## config.mk

```make
export PLATFORM = sky130hd
export DESIGN_NAME = dmem_arbiter
export DESIGN_NICKNAME = d
export VERILOG_FILES = /design/src/rtl/dmem_pkg.sv /design/src/rtl/dmem_lane_unit.sv /design/src/rtl/dmem_arbiter.sv
export SDC_FILE = /design/constraint.sdc
export NUM_CORES = 1
export LEC_CHECK = 0
export ABC_AREA = 1
export CAP_MARGIN = 20
export CORE_MARGIN = 3
export CORE_UTILIZATION = 52
export CTS_CLUSTER_SIZE = 30
export DETAILED_ROUTE_END_ITERATION = 10
export PLACE_DENSITY_LB_ADDON = 0.05
export SYNTH_ARGS = -nofsm -noshare
export SYNTH_HDL_FRONTEND = slang
export SYNTH_HIERARCHICAL = 1
export SYNTH_SLANG_ARGS = --single-unit
export TNS_END_PERCENT = 50
```

## constraint.sdc

```tcl
create_clock -name clk -period 7.9 [get_ports clk]
set_clock_uncertainty 0.15 [all_clocks]
set_input_delay 1.58 -clock clk [delete_from_list [all_inputs] [get_ports clk]]
set_output_delay 1.58 -clock clk [all_outputs]
set_load 0.005 [all_outputs]
```

## src/rtl/dmem_pkg.sv

```systemverilog
// Shared encodings for the data-memory arbiter: access sizes, sequencer states, access checks.
// Pure declarations; no timing or flow control of its own.
package dmem_pkg;

    localparam logic [1:0] SZ_BYTE = 2'b00;
    localparam logic [1:0] SZ_HALF = 2'b01;
    localparam logic [1:0] SZ_WORD = 2'b10;
    localparam logic [1:0] SZ_ILL  = 2'b11;

    typedef enum logic [2:0] {
        ST_IDLE,
        ST_RD,
        ST_RMW_RD,
        ST_WR,
        ST_DONE
    } state_t;

    // limit is the first illegal byte address, widened so 4*MEM_WORDS never wraps
    function automatic logic access_err(input logic [1:0]  size,
                                        input logic [31:0] addr,
                                        input logic [32:0] limit);
        logic bad_align;
        bad_align = ((size == SZ_HALF) && addr[0]) ||
                    ((size == SZ_WORD) && (addr[1:0] != 2'b00));
        return bad_align || (size == SZ_ILL) || ({1'b0, addr} >= limit);
    endfunction

endpackage

```

## src/rtl/dmem_lane_unit.sv

```systemverilog
// Byte/half lane extraction for loads and lane merge for sub-word stores.
// Purely combinational, zero latency; no flow control.
module dmem_lane_unit (
    input  logic [31:0] i_word,
    input  logic [1:0]  i_addr_lo,
    input  logic [1:0]  i_size,
    input  logic        i_sgn,
    input  logic [15:0] i_wdata,
    output logic [31:0] o_load,
    output logic [31:0] o_merge
);
    import dmem_pkg::*;

    logic [7:0]  w_byte;
    logic [15:0] w_half;

    always_comb begin
        w_byte  = i_word[7:0];
        w_half  = i_addr_lo[1] ? i_word[31:16] : i_word[15:0];
        o_load  = i_word;
        o_merge = i_word;
        case (i_addr_lo)
            2'd1:    w_byte = i_word[15:8];
            2'd2:    w_byte = i_word[23:16];
            2'd3:    w_byte = i_word[31:24];
            default: w_byte = i_word[7:0];
        endcase
        case (i_size)
            SZ_BYTE: begin
                o_load = {{24{i_sgn & w_byte[7]}}, w_byte};
                case (i_addr_lo)
                    2'd1:    o_merge[15:8]  = i_wdata[7:0];
                    2'd2:    o_merge[23:16] = i_wdata[7:0];
                    2'd3:    o_merge[31:24] = i_wdata[7:0];
                    default: o_merge[7:0]   = i_wdata[7:0];
                endcase
            end
            SZ_HALF: begin
                o_load = {{16{i_sgn & w_half[15]}}, w_half};
                if (i_addr_lo[1]) o_merge[31:16] = i_wdata;
                else              o_merge[15:0]  = i_wdata;
            end
            default: ;
        endcase
    end

endmodule

```

## src/rtl/dmem_arbiter.sv

```systemverilog
// Round-robin two-port arbiter and access sequencer for a single-ported word memory.
// Ack after 2 cycles (load/word store), 3 (sub-word store, RMW), 1 (error); requesters hold req until ack.
module dmem_arbiter #(
    parameter int MEM_WORDS = 1024
) (
    input  logic        clk,
    input  logic        Reset,
    input  logic [1:0]  req,
    input  logic [1:0]  we,
    input  logic [1:0]  size0,
    input  logic [1:0]  size1,
    input  logic [1:0]  sgn,
    input  logic [31:0] addr0,
    input  logic [31:0] addr1,
    input  logic [31:0] wdata0,
    input  logic [31:0] wdata1,
    output logic [1:0]  ack,
    output logic        err,
    output logic [31:0] rdata,
    output logic [31:0] mem_Address,
    output logic [31:0] mem_WriteData,
    output logic        mem_MemWrite,
    output logic        mem_MemRead,
    input  logic [31:0] mem_ReadData
);
    import dmem_pkg::*;

    localparam logic [32:0] LP_LIMIT = {31'(MEM_WORDS), 2'b00};

    state_t      r_state;
    logic        r_last;
    logic        r_win;
    logic [1:0]  r_size;
    logic        r_sgn;
    logic [31:0] r_addr;
    logic [31:0] r_wdata;
    logic [31:0] r_merge_buf;
    logic [1:0]  r_ack;
    logic        r_err;
    logic [31:0] r_rdata;

    logic        w_win;
    logic        w_we;
    logic [1:0]  w_size;
    logic        w_sgn;
    logic [31:0] w_addr;
    logic [31:0] w_wdata;
    logic        w_err;
    logic [31:0] w_lane_word;
    logic [31:0] w_load;
    logic [31:0] w_merge;
    logic        w_busy;

    // A lone requester wins outright; on a tie the port not granted last wins.
    always_comb begin
        w_win = ~r_last;
        if (req == 2'b01)      w_win = 1'b0;
        else if (req == 2'b10) w_win = 1'b1;
    end

    assign w_we    = w_win ? we[1]  : we[0];
    assign w_size  = w_win ? size1  : size0;
    assign w_sgn   = w_win ? sgn[1] : sgn[0];
    assign w_addr  = w_win ? addr1  : addr0;
    assign w_wdata = w_win ? wdata1 : wdata0;
    assign w_err   = access_err(w_size, w_addr, LP_LIMIT);

    // During WR the lane unit merges into the buffered word; otherwise it sees live read data.
    assign w_lane_word = (r_state == ST_WR) ? r_merge_buf : mem_ReadData;

    dmem_lane_unit u_lane (
        .i_word    (w_lane_word),
        .i_addr_lo (r_addr[1:0]),
        .i_size    (r_size),
        .i_sgn     (r_sgn),
        .i_wdata   (r_wdata[15:0]),
        .o_load    (w_load),
        .o_merge   (w_merge)
    );

    assign w_busy        = (r_state == ST_RD) || (r_state == ST_RMW_RD) || (r_state == ST_WR);
    assign mem_MemRead   = (r_state == ST_RD) || (r_state == ST_RMW_RD);
    assign mem_MemWrite  = (r_state == ST_WR);
    assign mem_Address   = w_busy ? {r_addr[31:2], 2'b00} : 32'h0;
    assign mem_WriteData = (r_state == ST_WR) ? ((r_size == SZ_WORD) ? r_wdata : w_merge) : 32'h0;

    assign ack   = r_ack;
    assign err   = r_err;
    assign rdata = r_rdata;

    always_ff @(posedge clk or posedge Reset) begin
        if (Reset) begin
            r_state     <= ST_IDLE;
            r_last      <= 1'b1;
            r_win       <= 1'b0;
            r_size      <= SZ_BYTE;
            r_sgn       <= 1'b0;
            r_addr      <= 32'h0;
            r_wdata     <= 32'h0;
            r_merge_buf <= 32'h0;
            r_ack       <= 2'b00;
            r_err       <= 1'b0;
            r_rdata     <= 32'h0;
        end else begin
            case (r_state)
                ST_IDLE: begin
                    if (|req) begin
                        r_win   <= w_win;
                        r_last  <= w_win;
                        r_size  <= w_size;
                        r_sgn   <= w_sgn;
                        r_addr  <= w_addr;
                        r_wdata <= w_wdata;
                        r_rdata <= 32'h0;
                        if (w_err) begin
                            r_err   <= 1'b1;
                            r_ack   <= w_win ? 2'b10 : 2'b01;
                            r_state <= ST_DONE;
                        end else if (!w_we) begin
                            r_state <= ST_RD;
                        end else if (w_size == SZ_WORD) begin
                            r_state <= ST_WR;
                        end else begin
                            r_state <= ST_RMW_RD;
                        end
                    end
                end
                ST_RD: begin
                    r_rdata <= w_load;
                    r_ack   <= r_win ? 2'b10 : 2'b01;
                    r_state <= ST_DONE;
                end
                ST_RMW_RD: begin
                    r_merge_buf <= mem_ReadData;
                    r_state     <= ST_WR;
                end
                ST_WR: begin
                    r_ack   <= r_win ? 2'b10 : 2'b01;
                    r_state <= ST_DONE;
                end
                ST_DONE: begin
                    r_ack   <= 2'b00;
                    r_err   <= 1'b0;
                    r_rdata <= 32'h0;
                    r_state <= ST_IDLE;
                end
                default: r_state <= ST_IDLE;
            endcase
        end
    end

endmodule

```

==> results.json <==
{
  "cp-end-kind": "output port",
  "vias_per_cell": 5.59,
  "syn-instance-count": 1394,
  "cp-start-kind": "flop",
  "internal_power_mw": 1.93,
  "post-place-cells": 1804,
  "setup_tns_ps": 0,
  "numCtsBuffers": 17,
  "fill_cells": 1469,
  "place_ws_ps": 2020,
  "path_clk_slew_ps": 60,
  "crit_buf_inv": 4,
  "min_from": "r_addr[13]$_DFFE_PP0P_",
  "cp_slowest_stage_delay_ps": 1110,
  "crit_chain": "clkinv_1 -> nor2_4 -> buf_4 -> nand2_1 -> o21ai_0 -> inv_1 -> a21oi_1 -> o21ai_0 -> nand3_1 -> o21ai_0 -> a21oi_1 -> clkdlybuf4s50_1",
  "pwr-share-clk_pct": 22.7,
  "fin_cells": 1839,
  "fin_nets": 1773,
  "ir_drop_mv": 0.200,
  "drt-initial-drc-count": 1053,
  "portBuffers": 270,
  "critPathKind": "reg2out",
  "clk_path_buf_depth": 2,
  "whs_ps": 334,
  "pwr-share-comb_pct": 46.5,
  "n_antenna_cell": 0,
  "post-route-min-period_ps": 6420,
  "async_flop_share_pct": 100,
  "grt.overflow.total": 0,
  "clkLatencyLatePin_ps": 430,
  "final_cell_mix": "308 x nand2_1, 270 x clkdlybuf4s50_1, 264 x o21ai_0",
  "cp_data_arrival_time_ps": 4690,
  "path_max_fanout": 54,
  "r2r-start": "r_state[1]$_DFFE_PP0P_",
  "worstHoldPathType": "reg2reg",
  "run_status": "finished clean",
  "critPathMostFrequentCell": "o21ai_0",
  "die_x_um": 140,
  "synth_area_um2": 9310,
  "vias": 10300,
  "finalHoldViolations": 0,
  "rows": 48,
  "start_util_pct": 53.4,
  "p_leak_nw": 5.75,
  "ant_nets": 0,
  "cts-resized-gates": 0,
  "cp-startpoint": "r_state[1]$_DFFE_PP0P_",
  "grt_max_degree": 88,
  "mostFrequentLayoutCell": "nand2_1",
  "antenna_found_initial": 0,
  "clock-sinks": 139,
  "crit_family": "buffers and inverters",
  "cts_tree": "built",
  "p_switching_mw": 1.65,
  "coreArea_um2": 17400,
  "gp_congestion": 0.994,
  "grt_usage_pct": 33.7,
  "ys_seq_elements": 139,
  "fin_ws_ps": 1480,
  "routed_wl_um": 33700,
  "grt_pass1_wl_um": 52300,
  "firstDrtPassIters": 6,
  "power_switching_share_pct": 46.2,
  "pwr-share-seq_pct": 30.8,
  "ys.flop_type": "dfrtp_1",
  "rsz0062_at_grt": "false",
  "htreeDepth": 4,
  "drcViolationCount": 0,
  "slew_headroom_pct": 24.0,
  "ys_types": 34,
  "root_buffer": "clkbuf_16",
  "wire_per_inst_um": 18.3,
  "dieArea_um2": 19500,
  "yosysSeqAreaShare_pct": 37.4,
  "die_h_um": 140,
  "max-cap-violations": 0,
  "drv_slew": 0,
  "hpwl_um": 24000,
  "ys.warnings.count": 6,
  "setup_violations": 0,
  "required_ps": 6170,
  "synthToLayoutAreaGrowth_pct": 34.8,
  "pin_count": 273,
  "fmax_mhz": 156,
  "cellPowerDensity_nw_per_um2": 286,
  "drive_gt1_share_pct": 5.02,
  "tightest_slew_ps": 1130,
  "finalCritPeriodShare_pct": 81.3,
  "cts_setup_buffers": 0,
  "holdBufCountCts": 0,
  "crit_slowest_cell": "nor2_4",
  "grt_pass1_vias": 9681,
  "syn_area_per_cell_um2": 6.68,
  "synth_edf_count": 0
}
-- worst paths after layout --
kind / to / slack [ps] / depth (start not counted)
max in group asynchronous: rdata[29]$_DFFE_PP0P_ / 5030 / 4
hold / removal: r_addr[13]$_DFFE_PP0P_ / 330 / 2
setup / recovery: mem_WriteData[12] / 1480 / 12
hold reg to reg: r_addr[13]$_DFFE_PP0P_ / 330 / 2
min in group asynchronous: r_wdata[31]$_DFFE_PP0P_ / 1420 / 2
setup reg to reg: rdata[16]$_DFFE_PP0P_ / 3600 / 11
-- final cells by class --
cell class	instances	area, µm²	area share (%)
Clock buffer	22	474	3.78
Clock inverter	10	115	0.918
Inverter	193	732	5.84
Multi-Input combinational cell	967	4600	36.7
Sequential cell	139	3480	27.8
Tap cell	225	282	2.24
Timing Repair Buffer	283	2860	22.8
-- worst register-to-register path, delay by kind of cell, from the launching register on --
kind | cells | cell delay [ps]
simple gates | 6 | 2020
buf+inv | 2 | 1220
compound gates | 3 | 470
flops | 1 | 350
-- layer usage --
| layer | global-route usage, % | vias to the layer above | part of all wire (%) |
|---|---|---|---|
| met5 | 0 | - | 0 |
| met4 | 14.1 | 0 | 4.5 |
| met3 | 9.04 | 93 | 9.0 |
| met2 | 55.9 | 547 | 48 |
| met1 | 41.6 | 4696 | 39 |
| li1 | - | 4943 | - |
-- state kept, by name, indices dropped and copies added, names as in the netlist --
name / cells
r_addr: 32
r_merge_buf: 32
r_wdata: 32
rdata: 32
r_state: 3
ack: 2
r_size: 2
err: 1
r_last: 1
r_sgn: 1
r_win: 1
-- cell families after synthesis --
kind of cell / share of synthesized area [%]
flops: 37.4
other cells: 0.0403
compound gates: 23.9
simple gates: 25.4
buf+inv: 13.3
-- power by group through the flow --
stage          clock [mW]  combinational [mW]  sequential [mW]
3_5_place_dp            0                1.60             1.10
5_1_grt             0.846                1.83             1.12
6_report            0.813                1.67             1.10
3_3_place_gp            0                1.58             1.10
4_1_cts             0.814                1.61             1.09
2_1_floorplan           0                1.22             1.02
-- through the flow --
step	util [%]	instance area, µm²	total power [mW]
5_1_grt	72.0	12500	3.80
2_1_floorplan	-	9310	2.24
3_5_place_dp	68.2	11900	2.70
4_1_cts	71.6	12500	3.51
6_report	72.0	12500	3.58
3_3_place_gp	68.2	11900	2.67
-- synth_stat cells (2+ instances only) --
master      n  share of area (%)
nand2_1   308                 12
o21ai_0   264                 14
inv_1     179                7.2
dfrtp_1   138                 37
a21oi_1   105                5.6
nor2_1     97                3.9
nand3_1    94                5.1
clkbuf_1   41                1.7
buf_2      36                1.9
nand3b_1   20                1.6
o22ai_1    17                1.1
buf_6      11                1.3
inv_2      11               0.44
o211ai_1   10               0.81
o21ai_1    10               0.54
o31ai_1    10               0.81
buf_4       6               0.48
nand3_2     5               0.54
nor2_4      5               0.60
a21boi_0    4               0.32
nor2_2      4               0.27
nand2_4     3               0.36
buf_1       2              0.081
clkinv_1    2              0.081
nand4_1     2               0.13
o21ai_2     2               0.19
No activity file was read; power rests on OpenSTA's default activity.
